### config.mk
export PLATFORM = sky130hd
export DESIGN_NAME = traffic_light_ctrl
export DESIGN_NICKNAME = d
export VERILOG_FILES = /design/src/rtl/traffic_light_ctrl_pkg.sv /design/src/rtl/tlc_phase_timer.sv /design/src/rtl/traffic_light_ctrl.sv
export SDC_FILE = /design/constraint.sdc
export NUM_CORES = 1
export LEC_CHECK = 0
export CAP_MARGIN = 20
export CORE_AREA = 2 2 60 62
export CTS_BUF_LIST = sky130_fd_sc_hd__clkbuf_4 sky130_fd_sc_hd__clkbuf_8 sky130_fd_sc_hd__clkbuf_16
export DETAILED_ROUTE_END_ITERATION = 16
export DIE_AREA = 0 0 62 64
export PLACE_DENSITY = 0.64
export SYNTH_ARGS = -nofsm -noshare
export SYNTH_HDL_FRONTEND = slang
export SYNTH_HIERARCHICAL = 1
export SYNTH_SLANG_ARGS = --single-unit
### constraint.sdc
create_clock -name clk -period 3.5 [get_ports clk]
set_input_delay 0.875 -clock clk [delete_from_list [all_inputs] [get_ports clk]]
set_output_delay 0.875 -clock clk [all_outputs]
set_load 0.1 [all_outputs]
### src/rtl/traffic_light_ctrl_pkg.sv
// traffic_light_ctrl_pkg: state encodings, lamp constants and sequencing helpers
// (FLASH is only reachable when TLC_NIGHT_FLASH_EN is defined).
package traffic_light_ctrl_pkg;
  typedef enum logic [2:0] {
    ALLRED_A  = 3'd0,
    NS_GREEN  = 3'd1,
    NS_YELLOW = 3'd2,
    ALLRED_B  = 3'd3,
    EW_GREEN  = 3'd4,
    EW_YELLOW = 3'd5,
    FLASH     = 3'd6
  } state_e;
  localparam logic [2:0] RED = 3'b100;
  localparam logic [2:0] YEL = 3'b010;
  localparam logic [2:0] GRN = 3'b001;
  localparam logic [2:0] OFF = 3'b000;
  function automatic state_e next_state(input state_e s);
    case (s)
      ALLRED_A:  return NS_GREEN;
      NS_GREEN:  return NS_YELLOW;
      NS_YELLOW: return ALLRED_B;
      ALLRED_B:  return EW_GREEN;
      EW_GREEN:  return EW_YELLOW;
      default:   return ALLRED_A;
    endcase
  endfunction
  function automatic logic [2:0] ns_lamp(input state_e s);
    return s == NS_GREEN ? GRN : s == NS_YELLOW ? YEL : RED;
  endfunction
  function automatic logic [2:0] ew_lamp(input state_e s);
    return s == EW_GREEN ? GRN : s == EW_YELLOW ? YEL : RED;
  endfunction
endpackage

### src/rtl/tlc_phase_timer.sv
// tlc_phase_timer: per-phase seconds countdown with load and optional downward clamp.
module tlc_phase_timer #(
  parameter logic [6:0] RST_VAL = 7'd2
) (
  input  logic       clk,
  input  logic       rst,
  input  logic       load,
  input  logic [6:0] load_val,
  input  logic       tick,
  input  logic       clamp_en,
  input  logic [6:0] clamp_val,
  output logic [6:0] remain,
  output logic       expire
);
  logic [6:0] remain_q, remain_d, step;
  // The clamp only ever shortens the value after this cycle's decrement; a load overrides it.
  always_comb begin
    step = tick ? remain_q - 7'd1 : remain_q;
    remain_d = load ? load_val : (clamp_en && step > clamp_val) ? clamp_val : step;
  end
  always_ff @(posedge clk or posedge rst)
    if (rst) remain_q <= RST_VAL;
    else remain_q <= remain_d;
  assign remain = remain_q;
  assign expire = tick && remain_q == 7'd1;
endmodule

### src/rtl/traffic_light_ctrl.sv
// traffic_light_ctrl: two-road phase sequencer with pedestrian green shortening;
// TLC_NIGHT_FLASH_EN adds a night_mode input and a flashing-yellow FLASH state.
module traffic_light_ctrl
  import traffic_light_ctrl_pkg::*;
#(
  parameter int GREEN_SEC   = 30,
  parameter int YELLOW_SEC  = 3,
  parameter int CLR_SEC     = 2,
  parameter int PED_MIN_SEC = 5
) (
  input  logic       clk,
  input  logic       rst,
  input  logic       sec_tick,
  input  logic       ped_req,
`ifdef TLC_NIGHT_FLASH_EN
  input  logic       night_mode,
`endif
  output logic [2:0] ns_light,
  output logic [2:0] ew_light,
  output logic [6:0] remain,
  output logic [2:0] phase,
  output logic       ped_pending
);
  localparam logic [6:0] GREEN7 = 7'(GREEN_SEC);
  localparam logic [6:0] YEL7   = 7'(YELLOW_SEC);
  localparam logic [6:0] CLR7   = 7'(CLR_SEC);
  localparam logic [6:0] PED7   = 7'(PED_MIN_SEC);
  state_e     state_q, state_d, nxt;
  logic [2:0] ns_q, ns_d, ew_q, ew_d;
  logic       ped_q, ped_d, ped_any, green_q, valid, load, expire;
  logic [6:0] load_val;
  assign ped_any = ped_req | ped_q;
  assign green_q = state_q == NS_GREEN || state_q == EW_GREEN;
`ifdef TLC_NIGHT_FLASH_EN
  assign valid = state_q <= FLASH;
`else
  assign valid = state_q <= EW_YELLOW;
`endif
  always_ff @(posedge clk or posedge rst)
    if (rst) begin
      state_q <= ALLRED_A;
      ns_q    <= RED;
      ew_q    <= RED;
      ped_q   <= 1'b0;
    end else begin
      state_q <= state_d;
      ns_q    <= ns_d;
      ew_q    <= ew_d;
      ped_q   <= ped_d;
    end
  always_comb begin
    nxt = next_state(state_q);
    state_d = state_q;
    load = 1'b0;
    load_val = CLR7;
    if (!valid) begin
      state_d = ALLRED_A;
      load = 1'b1;
    end
`ifdef TLC_NIGHT_FLASH_EN
    else if (sec_tick && night_mode) begin
      state_d = FLASH;
      load = 1'b1;
      load_val = 7'd0;
    end else if (state_q == FLASH) begin
      state_d = sec_tick ? ALLRED_A : FLASH;
      load = sec_tick;
    end
`endif
    else if (expire) begin
      state_d = nxt;
      load = 1'b1;
      load_val = (nxt == NS_GREEN || nxt == EW_GREEN) ? (ped_any ? PED7 : GREEN7)
               : (nxt == NS_YELLOW || nxt == EW_YELLOW) ? YEL7 : CLR7;
    end
  end
  // A request in the same cycle as yellow entry survives the clear.
  always_comb begin
    ns_d = ns_lamp(state_d);
    ew_d = ew_lamp(state_d);
    ped_d = ped_req | (ped_q & ~((state_d == NS_YELLOW || state_d == EW_YELLOW) && state_d != state_q));
`ifdef TLC_NIGHT_FLASH_EN
    if (state_d == FLASH) begin
      ns_d = state_q != FLASH ? YEL : sec_tick ? (ns_q == OFF ? YEL : OFF) : ns_q;
      ew_d = ns_d;
      ped_d = 1'b0;
    end
`endif
  end
  tlc_phase_timer #(.RST_VAL(CLR7)) u_timer (
    .clk       (clk),
    .rst       (rst),
    .load      (load),
    .load_val  (load_val),
    .tick      (sec_tick),
    .clamp_en  (green_q & ped_any),
    .clamp_val (PED7),
    .remain    (remain),
    .expire    (expire)
  );
  assign ns_light    = ns_q;
  assign ew_light    = ew_q;
  assign phase       = state_q;
  assign ped_pending = ped_q;
  param_range_a: assert property (@(posedge clk)
    GREEN_SEC >= 1 && GREEN_SEC <= 99 && YELLOW_SEC >= 1 && YELLOW_SEC <= 99 &&
    CLR_SEC >= 1 && CLR_SEC <= 99 && PED_MIN_SEC >= 1 && PED_MIN_SEC <= GREEN_SEC);
endmodule

======== Word level (Yosys, flattened, before mapping) ========
Index checks and enable logic that the tools add are counted.
word-level totals
  register bits after elaboration ......... 17
  bits of input ports ..................... 4
  output and inout bits ................... 17
  logic and storage cells ................. 52
cells by class
  $add $sub $neg .......................... 1
  $lt $le $gt $ge ......................... 2
  equal/unequal tests ..................... 14
  muxes and demuxes ....................... 17
  bitwise operators ....................... 5
  reductions and logical operators ........ 8
operators with widths
  kind                   number
  $mux W7                3
  $mux W5                4
  $mux W3                6
  $eq A3 B3 Y1 const B   5
  $pmux W3 S5            1
  $eq A3 B2 Y1 const B   4
  $eq A3 B1 Y1 const B   3
  $eq A7 B1 Y1 const B   1
  $gt A7 B3 Y1 const B   1
  $sub A7 B1 Y7 const B  1
  $logic_or A1 B1 Y1     4
  $le A3 B3 Y1 const B   1
  $logic_and A1 B1 Y1    3
  $logic_not A3 Y1       1
  $mux W1                3
  $ne A3 B3 Y1           1
  $and A1 B1 Y1          2
  $or A1 B1 Y1           2
  $not A1 Y1             1

======== Depth between registers and ports, before layout ========
  word-level depth ........................ 10
  mapped depth ............................ 10
  gate-level depth less buffers ........... 10

======== By module ========
Netlist, hierarchy kept.
by module, submodules not included
  module              instances  cells an instance  area each (µm²)  seq. area each (µm²)
  tlc_phase_timer     1          89                 769.5            176.4
  traffic_light_ctrl  1          49                 528.0            252.7

======== Worst setup path after synthesis ========
Ideal clock, no wire load.
  path type ............................... reg-to-reg
  start point ............................. register u_timer.remain_q[4], in the netlist u_timer/remain[4]
  end point ............................... register u_timer.remain_q[3], in the netlist u_timer/remain[3]
  data arrival time ....................... 3.021 ns
  data required time ...................... 3.360 ns
  slack ................................... 0.338 ns
  cell stages (with the launch flop) ...... 9
  path buffers ............................ 0
  period minus slack after synthesis ...... 3.162 ns
  path through ............................ dfrtp_1 > or4b_4 > o31a_1 > or2_1 > ha_1 > nand4_1 > a21o_1 > a2111oi_0 > a211oi_1
on the way
  cells in the longest elaborated chain, start to end .. 6
  elaborated cells between the ends (all ways) .. 12
RTL lines
  item                           line                   text
  start: declaration             tlc_phase_timer.sv:15  logic [6:0] remain_q, remain_d, step;
  start signal: assignment       tlc_phase_timer.sv:23  else remain_q <= remain_d;
  $sub A7 B1 Y7                  tlc_phase_timer.sv:18  step = tick ? remain_q - 7'd1 : remain_q;
  $mux W7                        tlc_phase_timer.sv:18
  $gt A7 B3 Y1                   tlc_phase_timer.sv:19  remain_d = load ? load_val : (clamp_en && step > clamp_val) ? clamp_val : step;
  $logic_and A1 B1 Y1            tlc_phase_timer.sv:19
  $mux W7                        tlc_phase_timer.sv:19
  $mux W7 (*)                    tlc_phase_timer.sv:19
  named net u_timer.remain_d[3]  tlc_phase_timer.sv:15
Mark *: on every way through the listed nets, which the timed path passes. The rest lies on a longest branch.

======== Final worst setup path ========
  start point ............................. input port sec_tick
  end point ............................... register u_timer.remain_q[3], in the netlist u_timer/remain[3]
on the way
  cells in the longest elaborated chain, start to end .. 5
  elaborated cells between the ends (all ways) .. 10
RTL lines
  item                           line                      text
  start: declaration             traffic_light_ctrl.sv:13  input logic sec_tick,
  $mux W7                        tlc_phase_timer.sv:18
  $gt A7 B3 Y1                   tlc_phase_timer.sv:19
  $logic_and A1 B1 Y1            tlc_phase_timer.sv:19
  $mux W7                        tlc_phase_timer.sv:19
  $mux W7 (*)                    tlc_phase_timer.sv:19
  named net u_timer.remain_d[3]  tlc_phase_timer.sv:15
Marks and branches as above.

==> results.py <==
metrics = {
    "detailed_routing": {
        "route.detailed.drc": 0,
        "wl_per_cell_um": 13.3,
        "viasPerCell": 5.09,
        "first_pass_iters": 4,
        "antenna_left": 0,
        "drt_iter0_markers": 76,
        "num_vias": 1141,
        "wl_um": 2980,
    },
    "setup_path": {
        "arrival_ns": 3.59,
        "cp_max_fo": 7,
        "path_cells": "clkdlybuf4s50_1, or4b_4, o31a_1, or2_1, ha_1, nand4_1, a21o_4, a2111oi_1, a211oi_1",
        "path_depth": 9,
        "crit_buf_inv": 1,
        "worstSetupStartpoint": "sec_tick",
        "reg2reg_to": "u_timer/remain[3]",
        "reg2reg_from": "u_timer/remain[4]",
        "cp_top_family": "compound AO/OA/AOI/OAI gates",
        "worst-r2r-cell-count": 8,
        "crit_path_max_incr_delay_ns": 0.49,
        "crit_path_end_kind": "register",
        "r2r_slack_ns": 0.63,
        "endpoint": "u_timer/remain[3]",
        "critPathRequiredTime_ns": 3.66,
        "start_kind": "primary input",
        "crit_slowest_cell": "clkdlybuf4s50_1",
        "criticalPathCategory": "primary input to register",
    },
    "power": {
        "p_int_mw": 0.613,
        "power.clock.fraction_pct": 6.8,
        "power_density_mw_per_mm2": 882,
        "leakage_nw": 0.706,
        "p_seq_share_pct": 23.4,
        "p_sw_share_pct": 58.2,
        "pwr-share-comb_pct": 69.8,
        "p_switching_mw": 0.855,
        "p_total_mw": 1.47,
        "peakVddDrop_mv": 0.327,
    },
    "yosys": {
        "synth_largest_area_cell": "dfrtp_1",
        "netlist_area_mm2": 0.00130,
        "synth_xor_area_share_pct": 4.73,
        "synth_top_family_by_area": "compound AO/OA/AOI/OAI gates",
        "yosysUniqueCellTypes": 47,
        "synthMuxAreaShare_pct": 0,
        "synth_simple_gate_area_share_pct": 22.4,
        "synth_edf_count": 0,
        "synth-async-reset-ratio_pct": 100,
        "synth_compound_area_share_pct": 23.3,
        "yosysSeqAreaShare_pct": 33.1,
        "synth_ff_type": "dfrtp_1",
        "syn_inst": 138,
        "yosys.area.top_type_share_pct": 27.0,
        "yosysWarnings": 6,
        "synthAdderAreaFrac_pct": 8.68,
        "syn_area_per_cell_um2": 9.40,
        "synth_seq_cells": 17,
        "synth.area.top_cells": "dfrtp_1 27%, ha_1 8.7%, dfstp_2 6.1%",
    },
    "clock_tree": {
        "h-tree-depth": 1,
        "root_buffer": "clkbuf_4",
        "cts_hold_buf": 0,
        "clock_sinks": 17,
        "postCtsSetupBuffers": 0,
        "ctsLongestPathBuffers": 2,
        "worst_skew_pair.late_latency_ns": 0.28,
        "cts.clk_slew.worst_paths_ns": 0.09,
        "cts_tree": "built",
        "cts_buffers": 3,
    },
    "place": {
        "dp_cells": 220,
        "place_hpwl_um": 2270,
        "placed_area_mm2": 0.00158,
        "gp_congestion": 0.858,
        "numPortBuffers": 20,
    },
    "grt": {
        "grt_pass1_wl_um": 4730,
        "grt_max_degree": 22,
        "grt-ovfl-total": 0,
        "grt.total_usage_pct": 15.5,
        "grt_pass1_vias": 1047,
        "antenna_found_initial": 0,
    },
    "floorplan": {
        "io_pins": 21,
        "die_width_um": 62,
        "rows": 21,
        "die_h_um": 64,
        "core_mm2": 0.00328,
        "start_util_pct": 39.5,
        "die_area_mm2": 0.00397,
    },
    "sta": {
        "finalSetupViolCount": 0,
        "final.period_utilization_pct": 98.2,
        "rsz0062_at_grt": "yes",
        "finalHoldViolations": 0,
        "fmax_ghz": 0.291,
        "report.final.slew_viol_count": 0,
        "layout_min_cycle_time_ns": 3.44,
        "finClkSkew_ns": 0.00284,
    },
    "final_layout": {
        "fillCellCount": 324,
        "area_delta_synth_final_pct": 28.3,
        "multi_input_area_um2": 883,
        "postLayoutCellArea_mm2": 0.00166,
        "nets": 192,
        "layout-drive-gt1-share_pct": 27.5,
        "final_cell_count_no_fill": 224,
        "register_area_um2": 429,
        "diodes": 0,
    },
    "run_status": {
        "status": "finished clean",
    },
    "run": {
        "drv_cap": 0,
    },
    "hold_path": {
        "hp-class": "register to register",
    },
}
## cells in the final DEF, fill, tap and decap left out, types with 2 or more instances in the layout
cell type / instances
a211oi_2: 2
nand2_1: 3
or3b_1: 2
a2111oi_2: 2
o31a_1: 2
nand2b_1: 5
dfrtp_1: 14
clkdlybuf4s50_1: 3
nor2b_1: 5
ha_1: 9
a21bo_2: 2
dfstp_2: 3
nor3_1: 4
xor2_1: 3
conb_1: 15
nand3b_1: 2
buf_4: 26
o211ai_1: 2
nor4_2: 2
xnor2_1: 4
a21oi_1: 9
clkbuf_4: 3
a211oi_1: 4
o21a_1: 3
nor2_1: 8
nor4_1: 2
inv_1: 11
nor4b_2: 2
or2_1: 2
o21ai_0: 3
## cell type report
class                   instances  share of cell area, %
inverters                      11                   2.48
repair buffers                 29                   13.5
clock buffers                   3                   1.35
clock inverters                 1                  0.301
well taps                      46                   3.46
multi-input cells             117                   53.1
flip-flops and latches         17                   25.8
## layer usage
layer  share of wire [%]  track usage, %
met3                 3.9            3.85
met1                  44            20.8
met2                  52            25.5
met5                   0               0
met4                   0            1.86
## state kept, by name (all words and copies together), names as in the netlist
name,count
u_timer/remain,7
ew_light,3
ns_light,3
phase,3
ped_pending,1
## power groups by stage
stage	Clock, mW	Combinational [mW]	Sequential [mW]
4_1_cts	0.105	0.956	0.345
3_3_place_gp	0	0.939	0.345
2_1_floorplan	0	0.355	0.701
3_5_place_dp	0	0.949	0.349
5_1_grt	0.117	1.09	0.352
6_report	0.100	1.02	0.343
## cell families after synthesis
family                   after synthesis
flip-flops                            17
buffers and inverters                 17
AO/OA/AOI/OAI                         42
adder cells (fa/ha/maj)                9
AND/OR/NAND/NOR                       44
XOR/XNOR                               7
other                                  2
## worst min-delay path by stage
stage	startpoint	slack [ns]	cells past startpoint	end
final	ped_pending	0.65	1	ped_pending
after global routing	ped_pending	0.69	1	ped_pending
after CTS	ped_pending	0.66	1	ped_pending
after detailed placement	ped_pending	0.62	1	ped_pending
after global placement	ped_pending	0.60	1	ped_pending
after floorplan	rst	0.68	1	u_timer/remain[0]
## per-stage QoR
stage          worst slack (ns)  setup TNS [ns]  util, %  hold slack (ns)
2_1_floorplan             0.338               0        -            0.678
3_3_place_gp             -0.292           -1.06     48.2            0.600
3_5_place_dp             -0.354           -1.41     48.2            0.625
4_1_cts                0.000628               0     49.1            0.655
5_1_grt                 -0.0399         -0.0815     50.7            0.691
6_report                 0.0628               0     50.7            0.645
## synthesized netlist by cell type (2+ instances only)
library cell	count
a21oi_1	9
nor4_2	2
nor2b_1	5
nor2_1	8
nor4_1	2
nand2_1	3
o211ai_1	2
o21a_1	3
inv_1	11
ha_1	9
dfrtp_1	14
nand2b_1	5
o31a_1	2
or2_1	2
a21bo_2	2
a2111oi_0	5
buf_6	2
or3b_1	2
dfstp_2	3
a21o_1	2
conb_1	2
o21ai_0	3
xor2_1	3
o21ai_1	2
nor3_1	4
nand3b_1	2
a211oi_1	6
xnor2_1	4
## what timing repair did
item                       in CTS  in global routing
setup endpoints to repair       2                  4
pin swaps                       0                  1
gates resized for setup         2                 11
Power figures use the tool's default switching activity.
